**config.mk**
```make
export PLATFORM = sky130hd
export DESIGN_NAME = vram_dma_arbiter_m_flat
export DESIGN_NICKNAME = d
export VERILOG_FILES = /design/src/rtl/vram_dma_arbiter_m_if.sv /design/src/rtl/vram_dma_arbiter_m.sv /design/src/flat_wrapper.sv
export SDC_FILE = /design/constraint.sdc
export NUM_CORES = 1
export LEC_CHECK = 0
export CAP_MARGIN = 20
export CORE_MARGIN = 10
export CORE_UTILIZATION = 25
export DETAILED_ROUTE_END_ITERATION = 12
export DONT_BUFFER_PORTS = 1
export SLEW_MARGIN = 20
export SYNTH_ARGS = -nofsm -noshare
export SYNTH_HDL_FRONTEND = slang
export SYNTH_SLANG_ARGS = --single-unit
```
**constraint.sdc**
```tcl
create_clock -name clk -period 3 [get_ports clk]
set_input_delay 0.45 -clock clk [delete_from_list [all_inputs] [get_ports clk]]
set_output_delay 0.45 -clock clk [all_outputs]
set_load 0.01 [all_outputs]
```
**src/rtl/vram_dma_arbiter_m_if.sv**
```systemverilog
// Bus bundle between the CPU/video side and the VRAM DMA arbiter.
// The master side drives requests and the source memory; the slave side is the arbiter.
interface vram_dma_arbiter_m_if #(
  parameter int unsigned SRC_ADDR_WIDTH  = 16,
  parameter int unsigned VRAM_ADDR_WIDTH = 12
);
  logic                       writable;
  logic                       cpu_write_enable;
  logic [VRAM_ADDR_WIDTH-1:0] cpu_address;
  logic [7:0]                 cpu_data;
  logic                       start;
  logic                       abort;
  logic [SRC_ADDR_WIDTH-1:0]  src_base;
  logic                       src_req;
  logic [SRC_ADDR_WIDTH-1:0]  src_addr;
  logic                       src_ack;
  logic [7:0]                 src_data;
  logic                       busy;
  logic                       done;
  logic [VRAM_ADDR_WIDTH-1:0] vram_address;
  logic [7:0]                 vram_data;
  logic                       vram_write_enable;

  modport master (
    output writable, cpu_write_enable, cpu_address, cpu_data,
    output start, abort, src_base, src_ack, src_data,
    input  src_req, src_addr, busy, done,
    input  vram_address, vram_data, vram_write_enable
  );

  modport slave (
    input  writable, cpu_write_enable, cpu_address, cpu_data,
    input  start, abort, src_base, src_ack, src_data,
    output src_req, src_addr, busy, done,
    output vram_address, vram_data, vram_write_enable
  );
endinterface

```
**src/rtl/vram_dma_arbiter_m.sv**
```systemverilog
// Copies a block from CPU-side source memory into foreground VRAM, sharing the
// single VRAM write port with direct CPU writes (CPU always wins).
module vram_dma_arbiter_m #(
  parameter int unsigned                DMA_LENGTH      = 256,
  parameter int unsigned                SRC_ADDR_WIDTH  = 16,
  parameter int unsigned                VRAM_ADDR_WIDTH = 12,
  parameter logic [VRAM_ADDR_WIDTH-1:0] DST_BASE        = VRAM_ADDR_WIDTH'(12'h800)
) (
  input  logic                 clk,
  input  logic                 rst_n,
  vram_dma_arbiter_m_if.slave  bus
);

  typedef enum logic [2:0] {
    S_IDLE,
    S_WAIT_WIN,
    S_FETCH,
    S_WRITE,
    S_DONE
  } state_e;

  localparam logic [8:0] LAST_IDX = 9'(DMA_LENGTH - 1);

  state_e                     state_q, state_d;
  logic [SRC_ADDR_WIDTH-1:0]  src_base_q, src_base_d;
  logic [8:0]                 count_q, count_d;
  logic [7:0]                 hold_q, hold_d;
  logic                       aborting;
  logic                       dma_grant;
  logic                       src_req;
  logic                       done_pulse;
  logic [VRAM_ADDR_WIDTH-1:0] dma_address;

  assign aborting    = bus.abort && (state_q != S_IDLE);
  assign dma_address = DST_BASE + VRAM_ADDR_WIDTH'(count_q);

  assign bus.busy     = (state_q != S_IDLE);
  assign bus.done     = done_pulse;
  assign bus.src_req  = src_req;
  assign bus.src_addr = src_base_q + SRC_ADDR_WIDTH'(count_q);

  always_comb begin
    // NOTE: every signal written here gets a default first, so no path can
    // leave one unassigned and infer a latch.
    state_d    = state_q;
    src_base_d = src_base_q;
    count_d    = count_q;
    hold_d     = hold_q;
    src_req    = 1'b0;
    dma_grant  = 1'b0;
    done_pulse = 1'b0;

    unique case (state_q)
      S_IDLE: begin
        if (bus.start) begin
          src_base_d = bus.src_base;
          count_d    = '0;
          state_d    = S_WAIT_WIN;
        end
      end
      S_WAIT_WIN: begin
        if (bus.writable) state_d = S_FETCH;
      end
      S_FETCH: begin
        src_req = 1'b1;
        if (bus.src_ack) begin
          hold_d  = bus.src_data;
          state_d = S_WRITE;
        end
      end
      S_WRITE: begin
        if (bus.writable && !bus.cpu_write_enable) begin
          dma_grant = 1'b1;
          if (count_q == LAST_IDX) begin
            state_d = S_DONE;
          end else begin
            count_d = count_q + 9'd1;
            state_d = S_FETCH;
          end
        end
      end
      S_DONE: begin
        done_pulse = 1'b1;
        state_d    = S_IDLE;
      end
      default: state_d = S_IDLE;
    endcase

    // Abort outranks everything: no write, no done, no fetch side effect.
    if (aborting) begin
      state_d    = S_IDLE;
      src_base_d = src_base_q;
      count_d    = count_q;
      hold_d     = hold_q;
      src_req    = 1'b0;
      dma_grant  = 1'b0;
      done_pulse = 1'b0;
    end
  end

  // The CPU path needs no arbitration: a DMA grant already excludes it.
  always_comb begin
    bus.vram_address      = dma_address;
    bus.vram_data         = hold_q;
    bus.vram_write_enable = dma_grant;
    if (bus.cpu_write_enable) begin
      bus.vram_address      = bus.cpu_address;
      bus.vram_data         = bus.cpu_data;
      bus.vram_write_enable = 1'b1;
    end
  end

  // NOTE: state registers use non-blocking assignments so every flop samples
  // the pre-edge values regardless of statement order.
  always_ff @(posedge clk or negedge rst_n) begin
    if (!rst_n) begin
      state_q    <= S_IDLE;
      src_base_q <= '0;
      count_q    <= '0;
      hold_q     <= '0;
    end else begin
      state_q    <= state_d;
      src_base_q <= src_base_d;
      count_q    <= count_d;
      hold_q     <= hold_d;
    end
  end

endmodule

```
**src/flat_wrapper.sv**
```systemverilog
// flat-port wrapper written by rule: the top's interface ports become plain ports
module vram_dma_arbiter_m_flat 
#(
  parameter int unsigned                DMA_LENGTH      = 256,
  parameter int unsigned                SRC_ADDR_WIDTH  = 16,
  parameter int unsigned                VRAM_ADDR_WIDTH = 12,
  parameter logic [VRAM_ADDR_WIDTH-1:0] DST_BASE        = VRAM_ADDR_WIDTH'(12'h800)
)
  (clk, rst_n, bus_writable, bus_cpu_write_enable, bus_cpu_address, bus_cpu_data, bus_start, bus_abort, bus_src_base, bus_src_ack, bus_src_data, bus_src_req, bus_src_addr, bus_busy, bus_done, bus_vram_address, bus_vram_data, bus_vram_write_enable);
  vram_dma_arbiter_m_if #(.SRC_ADDR_WIDTH(SRC_ADDR_WIDTH), .VRAM_ADDR_WIDTH(VRAM_ADDR_WIDTH)) bus_i ();
  input  logic clk;
  input  logic rst_n;
  input wire logic [$bits(bus_i.writable)-1:0] bus_writable;
  input wire logic [$bits(bus_i.cpu_write_enable)-1:0] bus_cpu_write_enable;
  input wire logic [$bits(bus_i.cpu_address)-1:0] bus_cpu_address;
  input wire logic [$bits(bus_i.cpu_data)-1:0] bus_cpu_data;
  input wire logic [$bits(bus_i.start)-1:0] bus_start;
  input wire logic [$bits(bus_i.abort)-1:0] bus_abort;
  input wire logic [$bits(bus_i.src_base)-1:0] bus_src_base;
  input wire logic [$bits(bus_i.src_ack)-1:0] bus_src_ack;
  input wire logic [$bits(bus_i.src_data)-1:0] bus_src_data;
  output wire logic [$bits(bus_i.src_req)-1:0] bus_src_req;
  output wire logic [$bits(bus_i.src_addr)-1:0] bus_src_addr;
  output wire logic [$bits(bus_i.busy)-1:0] bus_busy;
  output wire logic [$bits(bus_i.done)-1:0] bus_done;
  output wire logic [$bits(bus_i.vram_address)-1:0] bus_vram_address;
  output wire logic [$bits(bus_i.vram_data)-1:0] bus_vram_data;
  output wire logic [$bits(bus_i.vram_write_enable)-1:0] bus_vram_write_enable;
  assign bus_i.writable = bus_writable;
  assign bus_i.cpu_write_enable = bus_cpu_write_enable;
  assign bus_i.cpu_address = bus_cpu_address;
  assign bus_i.cpu_data = bus_cpu_data;
  assign bus_i.start = bus_start;
  assign bus_i.abort = bus_abort;
  assign bus_i.src_base = bus_src_base;
  assign bus_i.src_ack = bus_src_ack;
  assign bus_i.src_data = bus_src_data;
  assign bus_src_req = bus_i.src_req;
  assign bus_src_addr = bus_i.src_addr;
  assign bus_busy = bus_i.busy;
  assign bus_done = bus_i.done;
  assign bus_vram_address = bus_i.vram_address;
  assign bus_vram_data = bus_i.vram_data;
  assign bus_vram_write_enable = bus_i.vram_write_enable;
  vram_dma_arbiter_m #(.DMA_LENGTH(DMA_LENGTH), .SRC_ADDR_WIDTH(SRC_ADDR_WIDTH), .VRAM_ADDR_WIDTH(VRAM_ADDR_WIDTH), .DST_BASE(DST_BASE)) u_core (.clk(clk), .rst_n(rst_n), .bus(bus_i));
endmodule
```
==> impl_metrics.ini, run 1 <==
[routing]
ant_nets = 0
detail_route.first_pass.iterations = 4
vias_per_cell = 5.01
route.detailed.drc = 0
wire_per_inst_um = 19.3
routed_wl_um = 6420
drtIter0Drc = 54
vias = 1662

[power_and_ir_drop]
p_int_uw = 972
p_comb_share_pct = 30.2
p_sw_uw = 513
power_mw = 1.49
ir_drop_mv = 0.236
pwr_density_cell_mw_per_mm2 = 582
seqPwrFrac_pct = 46.2
clock_power_share_pct = 23.6
leakagePower_nw = 1.10
switching_share_pct = 34.6

[floorplanning]
fp.dieH_um = 117
die-area_mm2 = 0.0136
core_mm2 = 0.00915
start_util_pct = 25.5
fp-row-count = 35
die-width_um = 117
ios = 91

[synthesis]
synth-edff-count = 0
async_flop_share_pct = 100
synth_seq_cells = 36
synth_fp_nets = 285
synthFlopType = dfrtp_1
synth_cell_types = 43
syn-cell-area_mm2 = 0.00234
yosys_warnings = 0
avgSynthCellArea_um2 = 10.5
syn_inst = 222
ys_seq_area_share_pct = 38.6

[final_layout]
n_fill_cell = 956
drive_gt1_share_pct = 26.2
stdcell_area_mm2 = 0.00255
instances_no_fill = 332
layout.nets = 283
diodes = 0
syn_to_final_growth_pct = 9.32
final_util_pct = 27.9

[placed_design]
placedCellCount = 322
portBuffers = 0
pre_cts_ws_ns = 0.296
hpwl_um = 5170
gp_congestion = 0.794
dpl-instance-area_mm2 = 0.00242

[grt]
grt_usage_pct = 9.43
antenna_found_initial = 0
grt_pass1_vias = 1760
grt_pass1_wl_um = 9850
grt_max_degree = 37
grt-ovfl-total = 0

[timing]
holdWs_ns = 0.223
final.period_utilization_pct = 95.3
worst_slew_pin_slew_ns = 0.497
finalHoldViolations = 0
slew_headroom_pct = 66.8
finalClockSkew_ns = 0.00187
rsz0062_at_grt = false
totalNegativeSetupSlack_ns = 0
max_freq_ghz = 0.350
min_period_ns = 2.86
drv_slew = 0
setup_violations = 0
worst_slack_ns = 0.142

[cts]
h-tree-depth = 2
cts.sinks = 36
numCtsBuffers = 5
clk_path_buf_depth = 2
clkSlewWorstSetupHoldPaths_ns = 0.08
clk_latency_ns = 0.29
cts_tree = built
cts_root_buf = clkbuf_8

[critical_path]
cp.buffers_inverters = 0
end_kind = primary output
cpLargestDelayFamily = compound AO/OA/AOI/OAI gates
worst_setup_path_start_kind = register
critPathSlowestCell = a211oi_1
cp.required_ns = 2.55
cp_max_fo = 6
crit_arrival_ns = 2.41
critPathKind = reg2out
crit_path_max_incr_delay_ns = 0.50
path_cells = ha_1, a21oi_1, nand4b_1, a211oi_1, o211ai_1, xnor2_1

[run_status]
status = finished clean

[hold_path]
min_path_type = in2reg

[job]
max_cap_viol_count = 0
==> layout make-up <==
type	instances	area, µm²	area share, %
multi-input combinational	170	1370	53.8
timing repair buffer	3	37.5	1.47
clock inverter	3	18.8	0.735
tap	111	139	5.44
inverter	4	15.0	0.588
sequential	36	901	35.3
clock buffer	5	68.8	2.69
==> layout by cell type, fill, tap and decap left out, types with 4 or more instances in the layout <==
cell and n:
mux2_2 39, dfrtp_1 36, o21ai_0 14, nand2_1 13, ha_1 11, a21oi_1 10
nor2_1 10, xnor2_1 9, nand2b_1 9, and3_1 7, clkbuf_8 5, inv_1 4
a21o_1 4
==> path summary, 6_finish.rpt <==
| kind | cells after the start | from | slack (ns) | endpoint |
|---|---|---|---|---|
| max in group asynchronous | 2 | rst_n | 2.19 | u_core.hold_q[2] |
| max | 6 | u_core.count_q[1] | 0.14 | bus_src_addr[15] |
| min | 1 | bus_abort | 0.22 | u_core.state_q[2] |
| max reg2reg | 10 | u_core.count_q[1] | 0.40 | u_core.count_q[2] |
| min in group asynchronous | 2 | rst_n | 0.62 | u_core.src_base_q[15] |
| min reg2reg | 1 | u_core.hold_q[3] | 0.51 | u_core.hold_q[3] |
==> cells in the mapped netlist (all sizes together) (2+ instances only) <==
library cell  count  share of area (%)
nand3b            3                1.5
o211ai            3               0.96
nand2b            9                2.4
xor2              3                1.1
buf               6                1.8
inv               4               0.64
o21ai            17                3.6
nor2             11                2.1
dfrtp            36                 39
a21o              4                1.3
o31ai             3               0.96
mux2             39                 19
xnor2            10                3.7
a31oi             2               0.54
nand4             3               0.80
ha               11                5.9
and3              7                1.9
nor4              2               0.54
a211oi            2               0.64
a21oi            10                2.1
clkbuf            6               0.96
nand2            13                2.1
and2              2               0.54
==> power by group through the flow <==
| stage | clock (mW) | combinational (mW) | sequential, mW |
|---|---|---|---|
| 3_3_place_gp | 0 | 0.429 | 0.690 |
| 3_5_place_dp | 0 | 0.440 | 0.697 |
| 4_1_cts | 0.365 | 0.458 | 0.687 |
| 2_1_floorplan | 0 | 0.394 | 0.655 |
| 6_report | 0.350 | 0.448 | 0.687 |
| 5_1_grt | 0.398 | 0.499 | 0.705 |
==> repair_timing <==
| action | CTS | global route |
|---|---|---|
| pin swaps | 0 | 0 |
| hold endpoints to repair | 36 | 0 |
| endpoints found under the setup margin | 3 | 3 |
| setup buffers | 0 | 0 |
| gates resized for setup | 1 | 4 |
| cloned | 0 | 0 |
| hold buffers | 2 | 0 |
==> state kept, by name, summed over array words and instances, names as in the netlist <==
register,count
u_core.src_base_q,16
u_core.count_q,9
u_core.hold_q,8
u_core.state_q,3
==> logic make-up after synthesis <==
family	after synthesis	synth area share [%]
xor gates and xnor gates	13	4.87
buffers and inverters	16	3.43
DFF	36	38.6
adders and majority gates	12	6.75
and+or+nand+nor	58	14.7
AOI/OAI and AO/OA	47	12.4
muxes	40	19.2
==> metal layers <==
layer	GRT usage [%]	part of all wire, %
met3	4.62	9.5
met1	11.4	42
met4	2.22	0.84
met5	0	0
met2	14.8	47
No activity file was read; power rests on OpenSTA's default activity.
==> run 2, diff against run 1 <==
CORE_UTILIZATION = 37   (was 25)
==> impl_metrics.ini, run 2 (synthesis gave the netlist of run 1 again) <==
[run_status]
status = finished clean

[routing]
detail_route.first_pass.iterations = 4
vias_per_cell = 5.78
wire_per_inst_um = 20.2
drtIter0Drc = 112
vias = 1700
routed_wl_um = 5930
route.detailed.drc = 0
ant_nets = 0

[critical_path]
critPathKind = reg2out
crit_arrival_ns = 2.45
worstRegToRegCells = 10
cp-startpoint = u_core.count_q[0]
r2r_start = u_core.count_q[1]
cp.required_ns = 2.55
r2r_setup_slack_ns = 0.38
timing.rr.end = u_core.count_q[7]
worst_setup_path_start_kind = register
endpoint = bus_src_addr[14]
cp_max_fo = 6
end_kind = primary output

[cts]
postCtsSetupRepairBufs = 0
numCtsBuffers = 5
h-tree-depth = 2
clkSlewWorstSetupHoldPaths_ns = 0.07
cts_root_buf = clkbuf_8
clk_latency_ns = 0.29
clk_path_buf_depth = 2
cts.sinks = 36
cts_tree = built

[placed_design]
hpwl_um = 4540
gp_congestion = 0.769
portBuffers = 0
dpl-instance-area_mm2 = 0.00236

[grt]
grt_pass1_wl_um = 9490
grt_usage_pct = 11.8
antenna_found_initial = 0
grt_max_degree = 37
grt_pass1_vias = 1777
grt-ovfl-total = 0

[timing]
worst_slew_pin_slew_ns = 0.530
slew_headroom_pct = 64.6
drv_slew = 0
max_freq_ghz = 0.345
min_period_ns = 2.90
setup_violations = 0
finalClockSkew_ns = 0.00698
final.period_utilization_pct = 96.6
totalNegativeSetupSlack_ns = 0
finalHoldViolations = 0

[final_layout]
final_util_pct = 41.6
mostFrequentLayoutCells = 39 x mux2_2, 35 x dfrtp_1, 14 x o21ai_0
largestRegisters = u_core.src_base_q (16), u_core.count_q (9), u_core.hold_q (8)
diodes = 0
layout.nets = 282
drive_gt1_share_pct = 25.6
syn_to_final_growth_pct = 7.34
stdcell_area_mm2 = 0.00251
largest-register = u_core.src_base_q
largest_reg_flops = 16
final_common_cell = mux2_2

[power_and_ir_drop]
power_mw = 1.50
pwr_density_cell_mw_per_mm2 = 597
leakagePower_nw = 1.10
ir_drop_mv = 0.221

[floorplanning]
core_mm2 = 0.00603
die-area_mm2 = 0.00989
ios = 91
start_util_pct = 38.8
fp.dieH_um = 99.5
die-width_um = 99.5
fp-row-count = 28

[job]
max_cap_viol_count = 0

[hold_path]
min_path_type = in2reg
[run 2: cell count changes in the layout (fill, tap and decap cells not counted), sizes merged]
cell,delta
buf,-1
clkbuf,+2
clkinv,-3
[run 2: worst min path at each step]
stage,slack (ns),startpoint,to,depth (start not counted)
floorplan,0.15,rst_n,u_core.count_q[0],0
global placement,0.16,rst_n,u_core.hold_q[7],0
detailed placement,0.16,rst_n,u_core.hold_q[7],0
CTS,0.22,bus_abort,u_core.state_q[1],1
global route,0.21,bus_abort,u_core.state_q[1],1
finish,0.23,bus_abort,u_core.state_q[1],1
[run 2: timing repair]
action,CTS,global route
gates resized for setup,2,3
pin swaps,0,1
endpoints found under the setup margin,3,5
hold buffers,2,0
endpoints found under the hold margin,36,0
[run 2: where the power goes]
part	internal, mW	switching [mW]	total (mW)
Sequential	0.596	0.0889	0.685
Clock	0.205	0.172	0.377
Combinational	0.208	0.227	0.436
Total	1.01	0.488	1.50
[run 2: metrics by stage]
step | hold WS, ns | worst slack (ns) | cells
after floorplan | 0.154 | 0.513 | 222
after global routing | 0.209 | -0.00338 | 294
after detailed placement | 0.156 | 0.281 | 285
after global placement | 0.155 | 0.331 | 285
after CTS | 0.219 | 0.0556 | 294
final | 0.230 | 0.103 | 294
[run 2: area by class of cell]
type | instances | area, µm²
Multi-Input combinational cell | 170 | 1370
Tap cell | 75 | 93.8
Fill cell | 598 | 3520
Timing Repair Buffer | 2 | 30.0
Sequential cell | 36 | 902
Clock buffer | 7 | 96.3
Inverter | 4 | 15.0
[run 2: worst max-delay path, stage by stage (launching register included)]
cell	delay, ns
dfrtp_2	0.45
ha_1	0.25
fa_2	0.38
a211oi_1	0.26
o21ai_1	0.14
a221o_1	0.36
nand4_1	0.13
xnor2_1	0.19
[run 2: routing by layer]
layer / vias to the layer above / track usage (%) / share of wire [%]
li1: 800 / - / -
met1: 822 / 13.7 / 43
met2: 72 / 18.3 / 45
met3: 6 / 5.88 / 10
met4: 0 / 4.41 / 1.5
met5: - / 0 / 0
==> run 3, diff against run 2 <==
ABC_AREA = 1   (was not set)
==> impl_metrics.ini, run 3 <==
[power_and_ir_drop]
pwr_density_cell_mw_per_mm2 = 787
ir_drop_mv = 0.415
power_mw = 2.28
leakagePower_nw = 1.62

[cts]
clkSlewWorstSetupHoldPaths_ns = 0.08
cts_root_buf = clkbuf_8
numCtsBuffers = 5
cts.sinks = 36
clk_latency_ns = 0.29
clk_path_buf_depth = 2
cts_resized = 0
h-tree-depth = 2
cts_tree = built

[timing]
totalNegativeSetupSlack_ns = 0
worst_slew_pin_slew_ns = 0.740
finalClockSkew_ns = 0.00767
finalHoldViolations = 0
final.period_utilization_pct = 82.0
max_freq_ghz = 0.407
drv_slew = 0
rsz0062_at_grt = false
setup_violations = 0
slew_headroom_pct = 50.3
worst_slack_ns = 0.541
min_period_ns = 2.46

[placed_design]
hpwl_um = 5530
pre_cts_ws_ns = 0.845
placedCellCount = 476
dpl-instance-area_mm2 = 0.00276
gp_congestion = 0.870
portBuffers = 0

[routing]
ant_nets = 0
detail_route.first_pass.iterations = 4
vias_per_cell = 4.74
routed_wl_um = 6930
drtIter0Drc = 91
wire_per_inst_um = 14.3
vias = 2303
route.detailed.drc = 0

[grt]
grt-ovfl-total = 0
grt_max_degree = 37
antenna_found_initial = 1
grt_usage_pct = 12.4
grt_pass1_vias = 2250
grt_pass1_wl_um = 11300

[synthesis]
synth_top_cell_area_share_pct = 33.7
synth_seq_cells = 36
synthAdderAreaFrac_pct = 5.90
synth-simple-area-share_pct = 37.7
synth_most_common_cell = nand2_1
synthFlopType = dfrtp_1
async_flop_share_pct = 100
synth_area_leader_cell = dfrtp_1
synth-edff-count = 0
synth_fp_nets = 450
synth_xor_area_share_pct = 2.62
syn-cell-area_mm2 = 0.00267
synth.top_cells.by_area = dfrtp_1 34%, nand2_1 22%, inv_1 6.5%, ha_1 5.2%, nand3_1 4.9%
avgSynthCellArea_um2 = 6.90
syn_inst = 387
yosys_warnings = 0
synth-compound-area-share_pct = 7.26
synth_cell_types = 31
synthMuxAreaShare_pct = 4.64
synthTopCellsByCount = 155 x nand2_1, 46 x inv_1, 36 x dfrtp_1
synth_top_family_by_area = simple AND/OR/NAND/NOR gates
ys_seq_area_share_pct = 33.7

[hold_path]
hp-start = bus_src_data[2]
min_path_type = in2reg

[critical_path]
r2r_start = u_core.count_q[1]
worst_setup_path_start_kind = register
critPathKind = reg2out
crit_arrival_ns = 2.01
cp.required_ns = 2.55
cp_max_fo = 6
end_kind = primary output
cp-startpoint = u_core.count_q[0]

[run_status]
status = finished clean

[final_layout]
largest-register = u_core.src_base_q
diodes = 0
final_common_cell = nand2_1
mostFrequentLayoutCells = 155 x nand2_1, 46 x inv_1, 36 x dfrtp_1
syn_to_final_growth_pct = 8.48
largest_reg_flops = 16
stdcell_area_mm2 = 0.00290
drive_gt1_share_pct = 8.21
largestRegisters = u_core.src_base_q (16), u_core.count_q (9), u_core.hold_q (8)
instances_no_fill = 486
n_fill_cell = 747
layout.nets = 452

[floorplanning]
start_util_pct = 38.7
fp.dieH_um = 105
fp-row-count = 30
die-width_um = 105
die-area_mm2 = 0.0110
core_mm2 = 0.00691
ios = 91

[job]
max_cap_viol_count = 0
[run 3: changes by cell type after synthesis, moves of 4 or more]
| cell | delta |
|---|---|
| and3_1 | -7 |
| xor2_1 | +4 |
| nor2_1 | +18 |
| o21ai_0 | +5 |
| xnor2_1 | -9 |
| nand2b_1 | -9 |
| inv_1 | +42 |
| nand3_1 | +25 |
| mux2_2 | -36 |
| mux2_4 | +6 |
| nand2_1 | +142 |
| a21oi_1 | +4 |
[run 3: through the flow]
step           utilization [%]  hold slack [ns]
6_report                  42.0            0.291
5_1_grt                   42.0            0.280
4_1_cts                   42.0            0.281
3_5_place_dp              39.9            0.158
3_3_place_gp              39.9            0.157
2_1_floorplan                -            0.154
[run 3: what timing repair did]
item	CTS	global route
hold buffers	2	0
buffers inserted	0	0
endpoints found under the hold margin	36	0
setup endpoints to repair	0	0
[run 3: logic make-up after synthesis]
group	after synthesis
AO/OA/AOI/OAI	37
XOR/XNOR	8
adder cells (fa/ha/maj)	12
buffers and inverters	55
flip-flops	36
multiplexers	9
AND/OR/NAND/NOR	230
[run 3: area by class of cell]
type | count | area [µm²] | share of cell area (%)
Clock buffer | 5 | 68.8 | 2.37
Sequential cell | 36 | 901 | 31.1
Clock inverter | 3 | 42.5 | 1.47
Inverter | 48 | 183 | 6.30
Tap cell | 96 | 120 | 4.15
Multi-Input combinational cell | 296 | 1550 | 53.6
Timing Repair Buffer | 2 | 30.0 | 1.04
[run 3: worst paths after layout]
kind / to / slack [ns] / cells after the start
max: bus_src_addr[14] / 0.54 / 10
min: u_core.hold_q[2] / 0.29 / 2
max reg2reg: u_core.count_q[3] / 0.96 / 11
min reg2reg: u_core.hold_q[3] / 0.48 / 2
max in group asynchronous: u_core.count_q[2] / 2.20 / 2
min in group asynchronous: u_core.src_base_q[5] / 0.61 / 2
[run 3: power breakdown]
part / total, mW / internal [mW] / switching, mW
Sequential: 0.813 / 0.663 / 0.150
Combinational: 1.03 / 0.365 / 0.665
Clock: 0.437 / 0.246 / 0.191
Total: 2.28 / 1.27 / 1.01
[run 3: layer usage]
metal  wire (µm)  GRT usage, %
met1        3060          14.5
met2        3400          20.8
met3         420          5.16
met4          33          2.35
met5           7             0
[run 3: worst max-delay path, cell delays in order, from the launching register on]
cell,delay [ns]
dfrtp_1,0.44
ha_1,0.24
fa_1,0.41
nand2_1,0.12
nand2_1,0.06
nand3b_1,0.08
nand2_1,0.09
nand2_1,0.09
nand2_1,0.05
nand2_1,0.05
nand2_1,0.09
